File: src/rtl/memstage_lsu_pkg.sv
// memstage_lsu shared definitions: rv32i func codes, FSM states, decode helpers.
// Every stage of the slice takes its op codes from this package.
package memstage_lsu_pkg;

    localparam logic [5:0] NOP = 6'h00;
    localparam logic [5:0] LB  = 6'h01;
    localparam logic [5:0] LH  = 6'h02;
    localparam logic [5:0] LW  = 6'h03;
    localparam logic [5:0] LBU = 6'h04;
    localparam logic [5:0] LHU = 6'h05;
    localparam logic [5:0] SB  = 6'h08;
    localparam logic [5:0] SH  = 6'h09;
    localparam logic [5:0] SW  = 6'h0A;

    typedef enum logic {
        IDLE,
        REQ
    } state_t;

    typedef enum logic [1:0] {
        SZ_NONE,
        SZ_B,
        SZ_H,
        SZ_W
    } size_t;

    function automatic size_t op_size(input logic [5:0] f);
        case (f)
            LB:      op_size = SZ_B;
            LBU:     op_size = SZ_B;
            SB:      op_size = SZ_B;
            LH:      op_size = SZ_H;
            LHU:     op_size = SZ_H;
            SH:      op_size = SZ_H;
            LW:      op_size = SZ_W;
            SW:      op_size = SZ_W;
            default: op_size = SZ_NONE;
        endcase
    endfunction

    function automatic logic op_store(input logic [5:0] f);
        case (f)
            SB:      op_store = 1'b1;
            SH:      op_store = 1'b1;
            SW:      op_store = 1'b1;
            default: op_store = 1'b0;
        endcase
    endfunction

endpackage

File: src/rtl/memstage_lsu_if.sv
// Memory-side request/ack bus of the load/store unit.
// master = LSU, slave = memory.
interface memstage_lsu_if #(
    parameter int XLEN = 32
);
    logic              mem_req;
    logic              mem_we;
    logic [XLEN/8-1:0] mem_be;
    logic [XLEN-1:0]   mem_addr;
    logic [XLEN-1:0]   mem_wdata;
    logic              mem_ack;
    logic [XLEN-1:0]   mem_rdata;

    modport master (
        output mem_req, mem_we, mem_be, mem_addr, mem_wdata,
        input  mem_ack, mem_rdata
    );

    modport slave (
        input  mem_req, mem_we, mem_be, mem_addr, mem_wdata,
        output mem_ack, mem_rdata
    );
endinterface

File: src/rtl/memstage_lsu_align.sv
// Byte-lane steering for the LSU: store be/replication and load extraction.
// Purely combinational; both directions share the lane offset math.
module lsu_align
    import memstage_lsu_pkg::*;
#(
    parameter  int XLEN = 32,
    localparam int NB   = XLEN / 8,
    localparam int OFFW = $clog2(NB)
) (
    input  logic [5:0]      st_func,
    input  logic [OFFW-1:0] st_off,
    input  logic [XLEN-1:0] st_data,
    output logic [NB-1:0]   be,
    output logic [XLEN-1:0] wdata,
    input  logic [5:0]      ld_func,
    input  logic [OFFW-1:0] ld_off,
    input  logic [XLEN-1:0] rdata,
    output logic [XLEN-1:0] ld_data
);
    logic [XLEN-1:0] sh;

    always_comb begin
        be    = '0;
        wdata = st_data;
        case (op_size(st_func))
            SZ_B: begin
                be    = NB'(1) << st_off;
                wdata = {NB{st_data[7:0]}};
            end
            SZ_H: begin
                be    = NB'(3) << st_off;
                wdata = {(NB/2){st_data[15:0]}};
            end
            SZ_W: begin
                be    = NB'(15) << st_off;
                wdata = {(NB/4){st_data[31:0]}};
            end
            default: ;
        endcase
    end

    // Bring the addressed lane down to bit 0 before extending.
    assign sh = rdata >> {ld_off, 3'b000};

    always_comb begin
        ld_data = rdata;
        case (ld_func)
            LB:      ld_data = XLEN'($signed(sh[7:0]));
            LBU:     ld_data = XLEN'(sh[7:0]);
            LH:      ld_data = XLEN'($signed(sh[15:0]));
            LHU:     ld_data = XLEN'(sh[15:0]);
            LW:      ld_data = XLEN'($signed(sh[31:0]));
            default: ;
        endcase
    end
endmodule

File: src/rtl/memstage_lsu_reg0.sv
// Enable register with asynchronous active-high clear to zero.
// Holds the captured op fields of the memory stage.
module reg0 #(
    parameter int W = 1
) (
    input  logic         clk,
    input  logic         rst,
    input  logic         en,
    input  logic [W-1:0] d,
    output logic [W-1:0] q
);
    always_ff @(posedge clk or posedge rst) begin
        if (rst)
            q <= '0;
        else if (en)
            q <= d;
    end
endmodule

File: src/rtl/memstage_lsu.sv
// Memory stage: pass-through for ALU results, load/store unit with
// lane alignment, misalignment faults and a request timeout watchdog.
module memstage_lsu
    import memstage_lsu_pkg::*;
#(
    parameter int XLEN     = 32,
    parameter int MAX_WAIT = 255
) (
    input  logic            clk,
    input  logic            rst,
    input  logic            in_valid,
    output logic            in_ready,
    input  logic [XLEN-1:0] addr_in,
    input  logic [XLEN-1:0] data_in,
    input  logic [4:0]      rd,
    input  logic [5:0]      func,
    memstage_lsu_if.master  mem,
    output logic            wb_valid,
    output logic [XLEN-1:0] data_out,
    output logic [4:0]      rd_out,
    output logic [5:0]      func_out,
    output logic            fault,
    output logic [XLEN-1:0] fault_addr
);
    localparam int NB   = XLEN / 8;
    localparam int OFFW = $clog2(NB);
    localparam int CW   = $clog2(MAX_WAIT + 1);

    state_t          state, state_nx;
    logic [CW-1:0]   wait_cnt;
    size_t           in_sz;
    logic            accept, misalign, go_mem, done, timeout;
    logic [XLEN-1:0] q_addr, q_data;
    logic [4:0]      q_rd;
    logic [5:0]      q_func;
    logic [NB-1:0]   st_be;
    logic [XLEN-1:0] st_wdata, ld_data;

    assign in_ready = (state == IDLE);
    assign accept   = in_valid && in_ready;
    assign in_sz    = op_size(func);
    assign misalign = (in_sz == SZ_H && addr_in[0])
                   || (in_sz == SZ_W && addr_in[1:0] != 2'b00);
    assign go_mem   = accept && in_sz != SZ_NONE && !misalign;
    assign done     = (state == REQ) && mem.mem_ack;
    // An ack in the final wait cycle takes priority over the abort.
    assign timeout  = (state == REQ) && !mem.mem_ack
                   && wait_cnt == CW'(MAX_WAIT - 1);

    reg0 #(.W(XLEN)) u_addr (
        .clk(clk), .rst(rst), .en(accept), .d(addr_in), .q(q_addr)
    );
    reg0 #(.W(XLEN)) u_data (
        .clk(clk), .rst(rst), .en(accept), .d(data_in), .q(q_data)
    );
    reg0 #(.W(5)) u_rd (
        .clk(clk), .rst(rst), .en(accept), .d(rd), .q(q_rd)
    );
    reg0 #(.W(6)) u_func (
        .clk(clk), .rst(rst), .en(accept), .d(func), .q(q_func)
    );

    lsu_align #(.XLEN(XLEN)) u_align (
        .st_func (func),
        .st_off  (addr_in[OFFW-1:0]),
        .st_data (data_in),
        .be      (st_be),
        .wdata   (st_wdata),
        .ld_func (q_func),
        .ld_off  (q_addr[OFFW-1:0]),
        .rdata   (mem.mem_rdata),
        .ld_data (ld_data)
    );

    always_ff @(posedge clk or posedge rst) begin
        if (rst)
            state <= IDLE;
        else
            state <= state_nx;
    end

    always_comb begin
        state_nx = state;
        case (state)
            IDLE:    if (go_mem) state_nx = REQ;
            REQ:     if (done || timeout) state_nx = IDLE;
            default: state_nx = IDLE;
        endcase
    end

    always_ff @(posedge clk or posedge rst) begin
        if (rst) begin
            mem.mem_req   <= 1'b0;
            mem.mem_we    <= 1'b0;
            mem.mem_be    <= '0;
            mem.mem_addr  <= '0;
            mem.mem_wdata <= '0;
            wait_cnt      <= '0;
        end else begin
            if (go_mem) begin
                mem.mem_req   <= 1'b1;
                mem.mem_we    <= op_store(func);
                mem.mem_be    <= st_be;
                mem.mem_addr  <= {addr_in[XLEN-1:OFFW], {OFFW{1'b0}}};
                mem.mem_wdata <= st_wdata;
                wait_cnt      <= '0;
            end else if (done || timeout) begin
                mem.mem_req <= 1'b0;
            end
            if (state == REQ && !mem.mem_ack)
                wait_cnt <= wait_cnt + 1'b1;
        end
    end

    always_ff @(posedge clk or posedge rst) begin
        if (rst) begin
            wb_valid   <= 1'b0;
            data_out   <= '0;
            rd_out     <= '0;
            func_out   <= NOP;
            fault      <= 1'b0;
            fault_addr <= '0;
        end else begin
            wb_valid <= 1'b0;
            fault    <= 1'b0;
            unique case (1'b1)
                accept && in_sz == SZ_NONE: begin
                    wb_valid <= 1'b1;
                    data_out <= data_in;
                    rd_out   <= rd;
                    func_out <= func;
                end
                accept && misalign: begin
                    fault      <= 1'b1;
                    fault_addr <= addr_in;
                    func_out   <= NOP;
                end
                done: begin
                    wb_valid <= 1'b1;
                    data_out <= op_store(q_func) ? q_data : ld_data;
                    rd_out   <= q_rd;
                    func_out <= q_func;
                end
                timeout: begin
                    fault      <= 1'b1;
                    fault_addr <= q_addr;
                    func_out   <= NOP;
                end
                default: ;
            endcase
        end
    end
endmodule

File: src/flat_wrapper.sv
// flat-port wrapper written by rule: the top's interface ports become plain ports
module memstage_lsu_flat import memstage_lsu_pkg::*;
#(
    parameter int XLEN     = 32,
    parameter int MAX_WAIT = 255
)
  (clk, rst, in_valid, in_ready, addr_in, data_in, rd, func, wb_valid, data_out, rd_out, func_out, fault, fault_addr, mem_mem_req, mem_mem_we, mem_mem_be, mem_mem_addr, mem_mem_wdata, mem_mem_ack, mem_mem_rdata);
  memstage_lsu_if #(.XLEN(XLEN)) mem_i ();
  input  logic clk;
  input  logic rst;
  input  logic in_valid;
  output logic in_ready;
  input  logic [XLEN-1:0] addr_in;
  input  logic [XLEN-1:0] data_in;
  input  logic [4:0] rd;
  input  logic [5:0] func;
  output logic wb_valid;
  output logic [XLEN-1:0] data_out;
  output logic [4:0] rd_out;
  output logic [5:0] func_out;
  output logic fault;
  output logic [XLEN-1:0] fault_addr;
  output wire logic [$bits(mem_i.mem_req)-1:0] mem_mem_req;
  output wire logic [$bits(mem_i.mem_we)-1:0] mem_mem_we;
  output wire logic [$bits(mem_i.mem_be)-1:0] mem_mem_be;
  output wire logic [$bits(mem_i.mem_addr)-1:0] mem_mem_addr;
  output wire logic [$bits(mem_i.mem_wdata)-1:0] mem_mem_wdata;
  input wire logic [$bits(mem_i.mem_ack)-1:0] mem_mem_ack;
  input wire logic [$bits(mem_i.mem_rdata)-1:0] mem_mem_rdata;
  assign mem_mem_req = mem_i.mem_req;
  assign mem_mem_we = mem_i.mem_we;
  assign mem_mem_be = mem_i.mem_be;
  assign mem_mem_addr = mem_i.mem_addr;
  assign mem_mem_wdata = mem_i.mem_wdata;
  assign mem_i.mem_ack = mem_mem_ack;
  assign mem_i.mem_rdata = mem_mem_rdata;
  memstage_lsu #(.XLEN(XLEN), .MAX_WAIT(MAX_WAIT)) u_core (.clk(clk), .rst(rst), .in_valid(in_valid), .in_ready(in_ready), .addr_in(addr_in), .data_in(data_in), .rd(rd), .func(func), .mem(mem_i), .wb_valid(wb_valid), .data_out(data_out), .rd_out(rd_out), .func_out(func_out), .fault(fault), .fault_addr(fault_addr));
endmodule
File: config.mk
export PLATFORM = sky130hd
export DESIGN_NAME = memstage_lsu_flat
export DESIGN_NICKNAME = d
export VERILOG_FILES = /design/src/rtl/memstage_lsu_pkg.sv /design/src/rtl/memstage_lsu_if.sv /design/src/rtl/memstage_lsu_align.sv /design/src/rtl/memstage_lsu_reg0.sv /design/src/rtl/memstage_lsu.sv /design/src/flat_wrapper.sv
export SDC_FILE = /design/constraint.sdc
export NUM_CORES = 1
export LEC_CHECK = 0
export CORE_MARGIN = 3
export CORE_UTILIZATION = 55
export DETAILED_ROUTE_END_ITERATION = 6
export HOLD_SLACK_MARGIN = 0.05
export PLACE_DENSITY = 0.86
export SLEW_MARGIN = 20
export SYNTH_ARGS = -nofsm -noshare
export SYNTH_HDL_FRONTEND = slang
export SYNTH_HIERARCHICAL = 1
export SYNTH_SLANG_ARGS = --single-unit
File: constraint.sdc
create_clock -name clk -period 12.9 [get_ports clk]
set_clock_uncertainty 0.1 [all_clocks]
set_input_delay 1.935 -clock clk [delete_from_list [all_inputs] [get_ports clk]]
set_output_delay 1.935 -clock clk [all_outputs]
set_load 0.03 [all_outputs]
======== Word level (Yosys, flattened, before mapping) ========
Memory sizes are Yosys's and may differ from the RTL's.
Cells that the tools add are included.
cells by class
  reduce and logical (&&, ||, !) cells .... 27
  add/sub/neg operators ................... 1
  multiplexer cells ....................... 22
  shifts and indexed selects .............. 4
  equal/unequal tests ..................... 17
  bitwise operators ....................... 1
operators with widths
  kind                                                  number
  one-hot mux 32 bit (2 select lines)                   3
  one-hot mux 32 bit (5 select lines)                   1
  equality test 6 x 4 -> 1 bit (second input constant)  6
  two-way mux 32 bit                                    1
  right shift 32 x 5 -> 32 bit                          1
  one-hot mux 6 bit (3 select lines)                    1
  two-way mux 8 bit                                     2
  equality test 6 x 2 -> 1 bit (second input constant)  2
  equality test 6 x 3 -> 1 bit (second input constant)  2
  one-hot mux 4 bit (3 select lines)                    1
  nonzero test 2 bit                                    6
  logical AND 1 bit                                     10
  one-hot mux 5 bit (2 select lines)                    1
  two-way mux 1 bit                                     9
  adder 8 x 1 -> 8 bit (second input constant)          1
  equality test 2 bit (second input constant)           4
  equality test 8 bit (second input constant)           1
  equality test 6 x 1 -> 1 bit (second input constant)  1
  OR reduction 3 bit                                    2
  logical NOT 2 bit                                     2
  two-way mux 2 bit                                     2
  OR reduction 2 bit                                    2
  left shift 1 x 2 -> 4 bit (first input constant)      1
  left shift 2 x 2 -> 4 bit (first input constant)      1
  other kinds (7)                                       9
storage, ports and cells
  input port bits ......................... 111
  output and inout bits ................... 148
  bits in read-only memories .............. 64
  memories ................................ 2
  flip-flop bits (word level) ............. 229
  logic and storage cells ................. 91
memory list
  memory            depth  width  rd ports  clocked after memory_dff  write ports  RTL line                RTL
  (name not given)  16     2      1         0                         0            memstage_lsu_pkg.sv:28  case (f)
  (name not given)  16     2      1         0                         0            memstage_lsu_pkg.sv:28

======== Depth between registers and ports, before layout ========
  word-level depth ........................ 9
  gate-level depth with buffers ........... 12
  mapped depth without buffers ............ 10

======== By module ========
The synthesis kept the hierarchy.
modules (own cells, without submodules)
  module                    cells each  instances  sequential area each (sq um)  area each (sq um)
  memstage_lsu              596         1          3853.7                        7079.3
  reg0 (u_core.u_addr ...)  69          2          800.8                         1348.8
  lsu_align                 239         1          0.0                           1530.2
  reg0 (u_core.u_func)      14          1          150.1                         255.2
  reg0 (u_core.u_rd)        11          1          125.1                         185.2

======== Worst setup path before layout ========
Ideal clock, no wire load.
  kind .................................... input to register
  start ................................... input func[1]
  end ..................................... register u_core.mem.mem_wdata[10]
  path buffers ............................ 2
  arrival ................................. 3.871 ns
  library setup time ...................... 0.125 ns
  setup slack ............................. 8.804 ns
  data required time ...................... 12.675 ns
  stages on the path ...................... 12
  cell sequence ........................... inv_1 ha_1 mux2i_1 nor2_1 a21oi_1 or3_1 ha_1 clkbuf_1 and2_1 clkbuf_1 a22o_1 mux2_2
on the way
  elaborated cells between the ends (all ways) .. 16
  those cells by class .................... eq/ne: 4; mux: 3; reduce/logical: 7; memory: 2
RTL lines
  element                                                              RTL line                  RTL
  start: declaration                                                   flat_wrapper.sv:16        input logic [5:0] func;
  memory (16 x 2 bit) *                                                n/a
  two-way mux 2 bit *                                                  memstage_lsu_pkg.sv:28
  equality test 2 bit or equality test 2 x 1 -> 1 bit (tied branches)  memstage_lsu_align.sv:25  case (op_size(st_func))
  one-hot mux 32 bit (2 select lines) *                                memstage_lsu_align.sv:25
  net u_core.st_wdata[10]                                              memstage_lsu.sv:37        logic [XLEN-1:0] st_wdata, ld_data;
  end signal: assignment                                               memstage_lsu.sv:105       mem.mem_wdata <= st_wdata;
  end: declaration                                                     memstage_lsu_if.sv:15     output mem_req, mem_we, mem_be, mem_addr, mem_wdata,
The timed path passes the listed nets; every way through them passes the cells marked *.
A chain may end at the register's enable or synchronous reset.

======== Worst setup path after layout ========
  start ................................... input in_valid
  end ..................................... register u_core.data_out[25]
on the way
  word-level cells in the longest chain between the ends .. 3
  elaborated cells between the ends (all ways) .. 4
  those cells by class .................... mux: 1; reduce/logical: 3
ends and longest elaborated chain
  element                                                                    RTL line             RTL
  start: declaration                                                         flat_wrapper.sv:11   input logic in_valid;
  logical AND 1 bit *                                                        memstage_lsu.sv:40   assign accept = in_valid && in_ready;
  net u_core.accept                                                          memstage_lsu.sv:32   logic accept, misalign, go_mem, done, timeout;
  logical AND 1 bit *                                                        memstage_lsu.sv:127  accept && in_sz == SZ_NONE: begin
  one-hot mux 32 bit (2 select lines) or nonzero test 2 bit (tied branches)  n/a
  end signal: assignment                                                     memstage_lsu.sv:129  data_out <= data_in;
  end signal: assignment                                                     memstage_lsu.sv:140  data_out <= op_store(q_func) ? q_data : ld_data;
  end: declaration                                                           memstage_lsu.sv:19   output logic [XLEN-1:0] data_out,
Marks and branches as above.

==> metrics.txt <==
max_cap viols=0; top cell type's share of synthesized area=48.8%; CTS H-Tree Depth=1; clock power share=between 20% and 30%; Via density=between 5 and 6; Top Ports=259; leak pwr=approximately 0.0068 uW; post-synthesis average cell area=11.8 um2; FF-to-FF setup slack=9160 ps; Relative slew margins=29.1%; Internal=between 1500 and 2000 uW; Final Max Slew Viols=0; top cells by area, synth=dfrtp_1 (49%), mux2_4 (10%), mux2_2 (9.5%); Async SR Flop Fraction=between 90% and 100%; Switching Fraction=between 30% and 40%; Reg power frac=between 30 and 40%; vias in the first global route=9269; Min-Delay Path Depth=2; Synth area leader=dfrtp_1; hold buffers post-CTS=0; DR pass1 iterations=5; Final Hold Vio Count=0; Site Rows=52; final core occ=between 70% and 80%; max layer used=met4; area taken by multi-input logic gates=about 5300 um2; Synth-to-Final Area Change=28.8%; Seq/Total Area, Yosys=48.8%; pre-CTS WS=7330 ps; power per cell area=184 nW/um2; CTS-repair resized insts=0; final setup margin=7840 ps; HPWL after detailed placement=22.9 mm; FF-to-FF Start=u_core/state; RSZ-0062 raised after global routing=false; Critical R2R Capture=u_core/data_out[25]; Fmax=0.198 GHz; most frequent cells in the layout=clkdlybuf4s50_1 (256), dfrtp_1 (229), mux2_2 (99), nand2_1 (85), mux2_4 (79); fin nets=approximately 1300; fin area=15100 um2; Psw=956 uW; Buffers on Ports=256; first-pass GRT wire length=53.1 mm; register area=5730 um2; Post-synth EDFFs=0; gr usage total=~28%; Cell Area, Synth=11700 um2; kind of critical path=input pin to flip-flop; Syn Inst Count=about 1000; Critical Path RT=approximately 13000 ps; CTS buffer count=25; status=finished, final reports clean; Hold WC Path Type=flip-flop to flip-flop; CTS tree=built; DR iter-0 viols=~610; worst skew pair latency=510 ps; synth warn=6; Hold EP=u_core/mem.mem_req; dpl cells=1458; GRT overflow=0; Final setup viols=0; via count=between 8000 and 9000; initial antenna violation count=2; Non-Filler Instances=1505; Core Area=20600 um2; die width=roughly 150 um; clk root buf=clkbuf_16; Yosys reg bits=between 200 and 250; final wirelength=34.0 mm; fillers=1348; Post-CTS Setup Inserts=0; met3 wire length=3.22 mm; die height=152 um; met2 wire len=16.4 mm; share of cells above drive strength 1=20.2%; largest net degree at the start of global routing=95; initial core utilization=57.0%; Max IR drop VDD=0.153 mV; startpoint class of the critical path=input pin; die area=roughly 23000 um2; Comb power frac=35.7%; distinct cell type count of the synthesized netlist=64; Min-Delay Startpoint=u_core/mem.mem_req; worst slew pin tran=1060 ps; CP endpoint kind=flip-flop; critical-path maximum fanout=between 50 and 60; clock slew at reported path FFs=~60 ps; final worst-path cycle share=39.2%; Max Buffers Root-to-Sink=3; routed length on met1=13.5 mm; routed len/inst=22.6 um; path depth of the worst reg2reg path=6; WP data arrival=5350 ps; commonest non-fill, non-tap cell in the layout=clkdlybuf4s50_1; setup TNS=0 ps; Final Critical Period=just over 5000 ps; Residual DRC=0; Placed Instance Area=14200 um2; ys flop type=dfrtp_1; clock sink count=229; Post-DRT Antenna Nets=0; routability congestion estimate=between 0.9 and 1
-- state kept, by name, summed over array words and instances (netlist names), 6 cells and up --
signal                count
u_core/u_data/q          32
u_core/data_out          32
u_core/mem.mem_addr      30
u_core/mem.mem_wdata     32
u_core/u_func/q           6
u_core/fault_addr        32
u_core/func_out           6
u_core/u_addr/q          32
u_core/wait_cnt           8
-- worst max path at each step --
stage	start	endpoint	slack, ps	cells after the start
2_1_floorplan	rst	u_core/data_out[0]	6720	1
3_3_place_gp	in_valid	u_core/func_out[2]	7420	7
3_5_place_dp	in_valid	u_core/func_out[2]	7330	7
4_1_cts	in_valid	u_core/func_out[2]	7870	7
5_1_grt	func[0]	u_core/mem.mem_wdata[13]	7650	11
6_report	in_valid	u_core/data_out[25]	7840	6
-- worst max-delay path: stages --
cell	delay (ps)
clkdlybuf4s50_1	460
nand2_1	150
inv_4	420
buf_4	860
a41o_2	1030
mux2_2	440
-- per-layer routing --
| layer | GRT usage, % | vias up |
|---|---|---|
| met4 | 8.60 | 0 |
| met1 | 36.6 | 4520 |
| met2 | 46.7 | 410 |
| li1 | - | 3979 |
| met3 | 7.78 | 57 |
| met5 | 0 | - |
-- synthesized netlist by cell type (7+ instances only) --
master	n
mux2_4	79
o22ai_1	13
a22o_1	8
buf_1	7
nor3_1	9
nor2b_1	7
dfrtp_1	229
a22oi_1	36
buf_4	13
a21oi_1	17
nor2_1	37
mux2i_1	50
nand2b_1	10
clkbuf_1	21
nand2_1	87
buf_6	8
buf_2	17
o21a_1	7
inv_1	55
a221o_1	15
mux2_2	99
o21ai_0	78
ha_1	11
-- layout make-up --
cell class | count | area share, %
Multi-Input combinational cell | 641 | 35.2
Antenna cell | 2 | 0.0331
Inverter | 56 | 1.44
Timing Repair Buffer | 262 | 17.2
Tap cell | 270 | 2.23
Clock inverter | 10 | 1.03
Sequential cell | 229 | 37.9
Clock buffer | 35 | 4.91
-- metrics by stage --
stage               hold slack, ps  total power [uW]
floorplan                      369              1580
global placement               363              1980
detailed placement             368              2010
CTS                            384              2790
global route                   419              2890
finish                         388              2780
-- power groups by stage --
stage               sequential (uW)  combinational [uW]  clock [uW]
global placement               1020                 967           0
floorplan                      1270                 315           0
CTS                            1020                 996         781
global route                   1040                1040         811
detailed placement             1020                 987           0
finish                         1020                 994         771
-- cells by family after synthesis --
family / Yosys count / synth area share, %
buffers and inverters: 129 / 6.07
XOR/XNOR: 5 / 0.373
AO/OA/AOI/OAI: 207 / 12.0
other: 1 / 0.0319
AND/OR/NAND/NOR: 187 / 7.51
multiplexers: 229 / 24.0
flip-flops: 229 / 48.8
adder cells (fa/ha/maj): 11 / 1.17
Power figures use the tool's default switching activity.
